[config.mk]
export PLATFORM = sky130hd
export DESIGN_NAME = dmem_arbiter
export DESIGN_NICKNAME = d
export VERILOG_FILES = /design/src/rtl/dmem_arbiter_pkg.sv /design/src/rtl/dmem_arbiter_dm_lane.sv /design/src/rtl/dmem_arbiter.sv
export SDC_FILE = /design/constraint.sdc
export NUM_CORES = 1
export LEC_CHECK = 0
export ABC_AREA = 0
export BUFFER_PORTS_ARGS = -buffer_cell sky130_fd_sc_hd__buf_2
export CAP_MARGIN = 20
export CORE_MARGIN = 2
export CORE_UTILIZATION = 45
export DETAILED_ROUTE_END_ITERATION = 12
export PLACE_DENSITY = 0.75
export SETUP_SLACK_MARGIN = 0.15
export SYNTH_ARGS = -nofsm -noshare
export SYNTH_HDL_FRONTEND = slang
export SYNTH_SLANG_ARGS = --single-unit
[constraint.sdc]
create_clock -name clk -period 2.5 [get_ports clk]
set_input_delay 0.125 -clock clk [delete_from_list [all_inputs] [get_ports clk]]
set_output_delay 0.125 -clock clk [all_outputs]
set_load 0.02 [all_outputs]
[src/rtl/dmem_arbiter_pkg.sv]
// Shared encodings for the data-memory arbiter: DMType access sizes,
// arbiter FSM states, round-robin owner and the debug abort pattern.
package dmem_arbiter_pkg;

  localparam logic [2:0] dm_word              = 3'b000;
  localparam logic [2:0] dm_halfword          = 3'b001;
  localparam logic [2:0] dm_halfword_unsigned = 3'b010;
  localparam logic [2:0] dm_byte              = 3'b011;
  localparam logic [2:0] dm_byte_unsigned     = 3'b100;

  typedef enum logic [1:0] {
    IDLE     = 2'd0,
    CPU_ACC  = 2'd1,
    DBG_ACC  = 2'd2,
    CPU_DONE = 2'd3
  } arb_state_e;

  typedef enum logic {
    GRANT_CPU = 1'b0,
    GRANT_DBG = 1'b1
  } grant_e;

  localparam logic [31:0] DBG_ABORT_DATA = 32'hDEAD_BEEF;

endpackage

[src/rtl/dmem_arbiter_dm_lane.sv]
// Sub-word lane handling: byte enables, store-lane replication, load lane
// extraction with sign/zero extension, and misalignment detection.
module dm_lane
  import dmem_arbiter_pkg::*;
(
  input  logic [1:0]  addr_low,
  input  logic [2:0]  dmtype,
  input  logic [31:0] wdata,
  input  logic [31:0] rdata_word,
  output logic [3:0]  be,
  output logic [31:0] wdata_lane,
  output logic [31:0] rdata_ext,
  output logic        misaligned
);

  logic [7:0]  byte_sel;
  logic [15:0] half_sel;

  assign byte_sel = rdata_word[{addr_low, 3'b000} +: 8];
  assign half_sel = addr_low[1] ? rdata_word[31:16] : rdata_word[15:0];

  // Unknown encodings fall through to word behaviour.
  always_comb begin
    be         = 4'b1111;
    wdata_lane = wdata;
    rdata_ext  = rdata_word;
    misaligned = 1'b0;
    case (dmtype)
      dm_byte, dm_byte_unsigned: begin
        be         = 4'b0001 << addr_low;
        wdata_lane = {4{wdata[7:0]}};
        rdata_ext  = (dmtype == dm_byte) ? {{24{byte_sel[7]}}, byte_sel}
                                         : {24'h0, byte_sel};
      end
      dm_halfword, dm_halfword_unsigned: begin
        be         = 4'b0011 << {addr_low[1], 1'b0};
        wdata_lane = {2{wdata[15:0]}};
        rdata_ext  = (dmtype == dm_halfword) ? {{16{half_sel[15]}}, half_sel}
                                             : {16'h0, half_sel};
        misaligned = addr_low[0];
      end
      default: begin
        misaligned = |addr_low;
      end
    endcase
  end

endmodule

[src/rtl/dmem_arbiter.sv]
// Shares the single-port data memory between the CPU load/store port and a
// debug/loader port, stalling the CPU until its access retires.
module dmem_arbiter
  import dmem_arbiter_pkg::*;
#(
  parameter int TIMEOUT = 16,
  parameter int CW      = 5
) (
  input  logic        clk,
  input  logic        rst,
  input  logic        cpu_req,
  input  logic        cpu_we,
  input  logic [31:0] cpu_addr,
  input  logic [31:0] cpu_wdata,
  input  logic [2:0]  cpu_dmtype,
  output logic [31:0] cpu_rdata,
  output logic        cpu_stall,
  output logic        cpu_err,
  input  logic        dbg_req,
  input  logic        dbg_we,
  input  logic [31:0] dbg_addr,
  input  logic [31:0] dbg_wdata,
  output logic [31:0] dbg_rdata,
  output logic        dbg_ack,
  output logic        mem_req,
  output logic        mem_we,
  output logic [31:0] mem_addr,
  output logic [3:0]  mem_be,
  output logic [31:0] mem_wdata,
  input  logic [31:0] mem_rdata,
  input  logic        mem_ack
);

  arb_state_e    state, state_next;
  grant_e        last_grant;
  logic [CW-1:0] timer;

  logic [3:0]  lane_be;
  logic [31:0] lane_wdata;
  logic [31:0] lane_rdata;
  logic        misaligned;
  logic        dbg_pending;
  logic        timeout_hit;
  logic        grant_cpu;
  logic        grant_dbg;
  logic        cpu_reject;

  dm_lane u_lane (
    .addr_low   (cpu_addr[1:0]),
    .dmtype     (cpu_dmtype),
    .wdata      (cpu_wdata),
    .rdata_word (mem_rdata),
    .be         (lane_be),
    .wdata_lane (lane_wdata),
    .rdata_ext  (lane_rdata),
    .misaligned (misaligned)
  );

  // A debug request still high during its own ack pulse is already served.
  assign dbg_pending = dbg_req & ~dbg_ack;
  assign timeout_hit = (timer == CW'(TIMEOUT - 1));
  assign cpu_stall   = cpu_req & (state != CPU_DONE);

  always_ff @(posedge clk or negedge rst) begin
    if (!rst) state <= IDLE;
    else      state <= state_next;
  end

  always_comb begin
    state_next = state;
    grant_cpu  = 1'b0;
    grant_dbg  = 1'b0;
    cpu_reject = 1'b0;
    case (state)
      IDLE: begin
        if (cpu_req && misaligned) begin
          cpu_reject = 1'b1;
          state_next = CPU_DONE;
        end else if (cpu_req && (!dbg_pending || last_grant == GRANT_DBG)) begin
          grant_cpu  = 1'b1;
          state_next = CPU_ACC;
        end else if (dbg_pending) begin
          grant_dbg  = 1'b1;
          state_next = DBG_ACC;
        end
      end
      CPU_ACC:  if (mem_ack || timeout_hit) state_next = CPU_DONE;
      DBG_ACC:  if (mem_ack || timeout_hit) state_next = IDLE;
      CPU_DONE: state_next = IDLE;
      default:  state_next = IDLE;
    endcase
  end

  // Datapath: latch the granted request, capture the response or abort.
  always_ff @(posedge clk or negedge rst) begin
    if (!rst) begin
      mem_req    <= 1'b0;
      mem_we     <= 1'b0;
      mem_addr   <= 32'h0;
      mem_be     <= 4'h0;
      mem_wdata  <= 32'h0;
      cpu_rdata  <= 32'h0;
      cpu_err    <= 1'b0;
      dbg_rdata  <= 32'h0;
      dbg_ack    <= 1'b0;
      timer      <= '0;
      last_grant <= GRANT_DBG;
    end else begin
      dbg_ack <= 1'b0;
      case (state)
        IDLE: begin
          timer <= '0;
          if (cpu_reject) begin
            cpu_err   <= 1'b1;
            cpu_rdata <= 32'h0;
          end else if (grant_cpu) begin
            mem_req    <= 1'b1;
            mem_we     <= cpu_we;
            mem_addr   <= {cpu_addr[31:2], 2'b00};
            mem_be     <= cpu_we ? lane_be : 4'b1111;
            mem_wdata  <= lane_wdata;
            last_grant <= GRANT_CPU;
          end else if (grant_dbg) begin
            mem_req    <= 1'b1;
            mem_we     <= dbg_we;
            mem_addr   <= dbg_addr & 32'hFFFF_FFFC;
            mem_be     <= 4'b1111;
            mem_wdata  <= dbg_wdata;
            last_grant <= GRANT_DBG;
          end
        end
        CPU_ACC, DBG_ACC: begin
          timer <= timer + 1'b1;
          if (mem_ack || timeout_hit) begin
            mem_req <= 1'b0;
            mem_we  <= 1'b0;
          end
          if (state == CPU_ACC) begin
            if (mem_ack) begin
              cpu_rdata <= lane_rdata;
            end else if (timeout_hit) begin
              cpu_rdata <= 32'h0;
              cpu_err   <= 1'b1;
            end
          end else begin
            if (mem_ack) begin
              dbg_rdata <= mem_rdata;
              dbg_ack   <= 1'b1;
            end else if (timeout_hit) begin
              dbg_rdata <= DBG_ABORT_DATA;
              dbg_ack   <= 1'b1;
            end
          end
        end
        CPU_DONE: cpu_err <= 1'b0;
        default: ;
      endcase
    end
  end

endmodule
==> results.yml <==
power_and_ir_drop:
  power_density_nw_per_um2: 1160
  ir_drop_v: 0.000706
  leakage_nw: 5.29
timing:
  fin_hold_ws_ns: 0.00992
  grt_setup_unrepaired: "no"
  hold_violations: 0
  period_minus_slack_ns: 2.21
  finClkSkew_ns: 0.00682
  slew_headroom: 0.330
  finalMaxSlewViolations: 0
  setup_viol: 0
  clock.fmax_ghz: 0.452
  tightest_slew_ns: 0.996
  setup_tns_ns: 0
  fin_crit_sh: 0.884
clock_tree:
  root_buffer: "clkbuf_16"
  htreeDepth: 4
  cts_tree: "yes"
  cts_num_sinks: 142
  clk_pin_slew_worst_paths_ns: 0.06
  cts_buffer_depth: 2
  cts_buffers: 17
  insertion_delay_ns: 0.42
routing:
  routed_wl_mm: 27.5
  vias_per_cell: 5.54
  vias: 7989
  drc: 0
  wire_per_inst_um: 19.1
  drt_iter0_drc: 633
  postRouteAntennaNets: 0
  drt-pass1-iter-count: 5
cells_and_area:
  diodes: 0
  syn_to_final_growth_pct: 39.5
  drive_gt1_frac: 0.338
  postLayoutCoreUtil: 0.639
  final_area_um2: 10600
  nets: 1388
  layoutNonFillerInstCount: 1443
  fill_cells: 1376
yosys:
  syn_area_per_cell_um2: 8.78
  synth-edff-count: 0
  synth.top_cell.area_share: 0.466
  synth-async-reset-ratio: 1.00
  synth.cell_area_um2: 7570
  ys_warn_count: 0
  synth_common_cells: "nand2_1 (173), dfrtp_1 (141), nor2_1 (69), o21ai_0 (49), o21ai_1 (45)"
  yosysTopAreaCell: "dfrtp_1"
  synthTopCellsByArea: "dfrtp_1 (47%), nand2_1 (8.6%), nor2_1 (3.4%), o21ai_0 (3.2%), o21ai_2 (3.2%)"
  synth_cells: 862
  synth_flop_cell: "dfrtp_1"
  synthDistinctLibCells: 55
  synth_seq_cells: 142
  synth.most_common_cell: "nand2_1"
  ys_seq_area_frac: 0.469
critical_path:
  arrival_ns: 2.54
  crit_family: "simple AND/OR/NAND/NOR gates"
  start_kind: "register"
  path_cells: "ha_1 -> and3_1 -> ha_1 -> nor2_1 -> or3b_4 -> inv_1 -> buf_12 -> nor2_1 -> a31oi_1"
  cp_max_fo: 57
  slowest_stage: "or3b_4"
  crit_type: "register to register"
  cpPeakStageDelay_ns: 0.47
  cp-end-kind: "register"
  worstPathRequired_ns: 2.83
  crit_buf_inv: 2
floorplanning:
  die_h_um: 134
  die-area_um2: 17900
  start_util: 0.458
  io_pins: 307
  die_x_um: 134
  rows: 47
  core_um2: 16500
status:
  status: "completed"
placement:
  dp.cells: 1339
  place_hpwl_mm: 18.6
  io_buffers: 302
  place.gp.congestion: 0.932
  place_area_um2: 9270
global_route:
  grt_max_degree: 102
  grt_pass1_vias: 7842
  track_usage: 0.306
  antenna_found_initial: 0
  grt_pass1_wl_mm: 42.2
  overflow: 0
flow_run:
  maxCapViolCount: 0
min_path:
  hold_class: "primary input to register"
==> tightest hold or removal path: stages <==
cell and delay, ns:
buf_2 0.08, o22ai_1 0.06, o21ai_1 0.13
==> registers in the layout, summed over array words and instances (netlist names), 2 cells and up <==
register / flops
cpu_rdata: 32
mem_addr: 30
mem_wdata: 32
state: 2
dbg_rdata: 32
timer: 5
mem_be: 4
==> path summary, 6_finish.rpt <==
check	to	startpoint	depth (start not counted)	slack [ns]
hold / removal	mem_addr[9]$_DFFE_PN0P_	dbg_addr[9]	3	0.01
setup / recovery	dbg_rdata[1]$_DFFE_PN0P_	timer[0]$_DFFE_PN0P_	9	0.29
max in group asynchronous	last_grant$_DFFE_PN1P_	rst	3	1.53
hold reg to reg	dbg_rdata[14]$_DFFE_PN0P_	dbg_rdata[14]$_DFFE_PN0P_	2	0.47
setup reg to reg	dbg_rdata[1]$_DFFE_PN0P_	timer[0]$_DFFE_PN0P_	9	0.29
min in group asynchronous	cpu_rdata[16]$_DFFE_PN0P_	rst	2	0.23
==> cell usage in the layout, fill, tap and decap left out, types with 4 or more instances in the layout <==
master and count:
clkbuf_16 17, nor2b_1 4, mux2_2 10, dlygate4sd3_1 72
buf_4 19, a22o_1 10, nand2b_1 8, o21ai_2 28
mux2i_1 10, buf_2 301, nand2_1 173, dfrtp_1 141
a31oi_1 24, o221ai_1 7, and3_1 25, nand3_1 11
ha_1 8, o21ai_1 44, inv_1 31, buf_12 6
a22oi_1 8, a21o_1 8, nor2_1 69, a221oi_1 7
a21oi_1 20, inv_6 4, o31ai_1 18, o21ai_0 49
o22ai_1 39
==> area by class of cell <==
cell class / instances / area, um2 / share of cell area
Inverter: 33 / 124 / 0.0117
Clock buffer: 20 / 437 / 0.0413
Timing Repair Buffer: 399 / 2500 / 0.237
Multi-Input combinational cell: 617 / 3530 / 0.335
Sequential cell: 142 / 3550 / 0.337
Tap cell: 220 / 275 / 0.0261
Clock inverter: 12 / 136 / 0.0129
==> kinds of logic after synthesis <==
| family | count (synthesis) | share of synthesized area |
|---|---|---|
| fa+ha+maj | 11 | 0.0172 |
| compound gates | 275 | 0.235 |
| mux | 21 | 0.0299 |
| xor+xnor | 3 | 0.00347 |
| other cells | 1 | 0.000495 |
| flops | 142 | 0.469 |
| simple gates | 305 | 0.175 |
| buf+inv | 104 | 0.0687 |
==> metrics by stage <==
stage / setup slack (ns) / total power, mW
4_1_cts: 0.196 / 12.3
3_5_place_dp: 0.196 / 9.65
5_1_grt: 0.154 / 13.1
6_report: 0.289 / 12.3
2_1_floorplan: 0.365 / 7.65
3_3_place_gp: 0.310 / 9.50
==> per-layer routing <==
| metal | routed length [um] | vias up | share of wire | track usage |
|---|---|---|---|---|
| li1 | - | 3722 | - | - |
| met1 | 10400 | 3763 | 0.38 | 0.356 |
| met2 | 13300 | 416 | 0.48 | 0.507 |
| met3 | 2360 | 88 | 0.086 | 0.0963 |
| met4 | 1380 | 0 | 0.050 | 0.161 |
| met5 | 0 | - | 0 | 0 |
==> repair_timing <==
action / 4_1_cts / 5_1_grt
gates resized for setup: 0 / 1
endpoints found under the hold margin: 110 / 0
setup buffers: 0 / 0
hold buffers: 72 / 0
setup endpoints to repair: 0 / 32
==> power by group <==
part / internal, mW / switching [mW] / total (mW)
Clock: 1.48 / 1.03 / 2.51
Combinational: 2.03 / 3.87 / 5.90
Sequential: 3.32 / 0.564 / 3.88
Total: 6.83 / 5.46 / 12.3
Note: power is estimated with default switching activity, not from simulation.
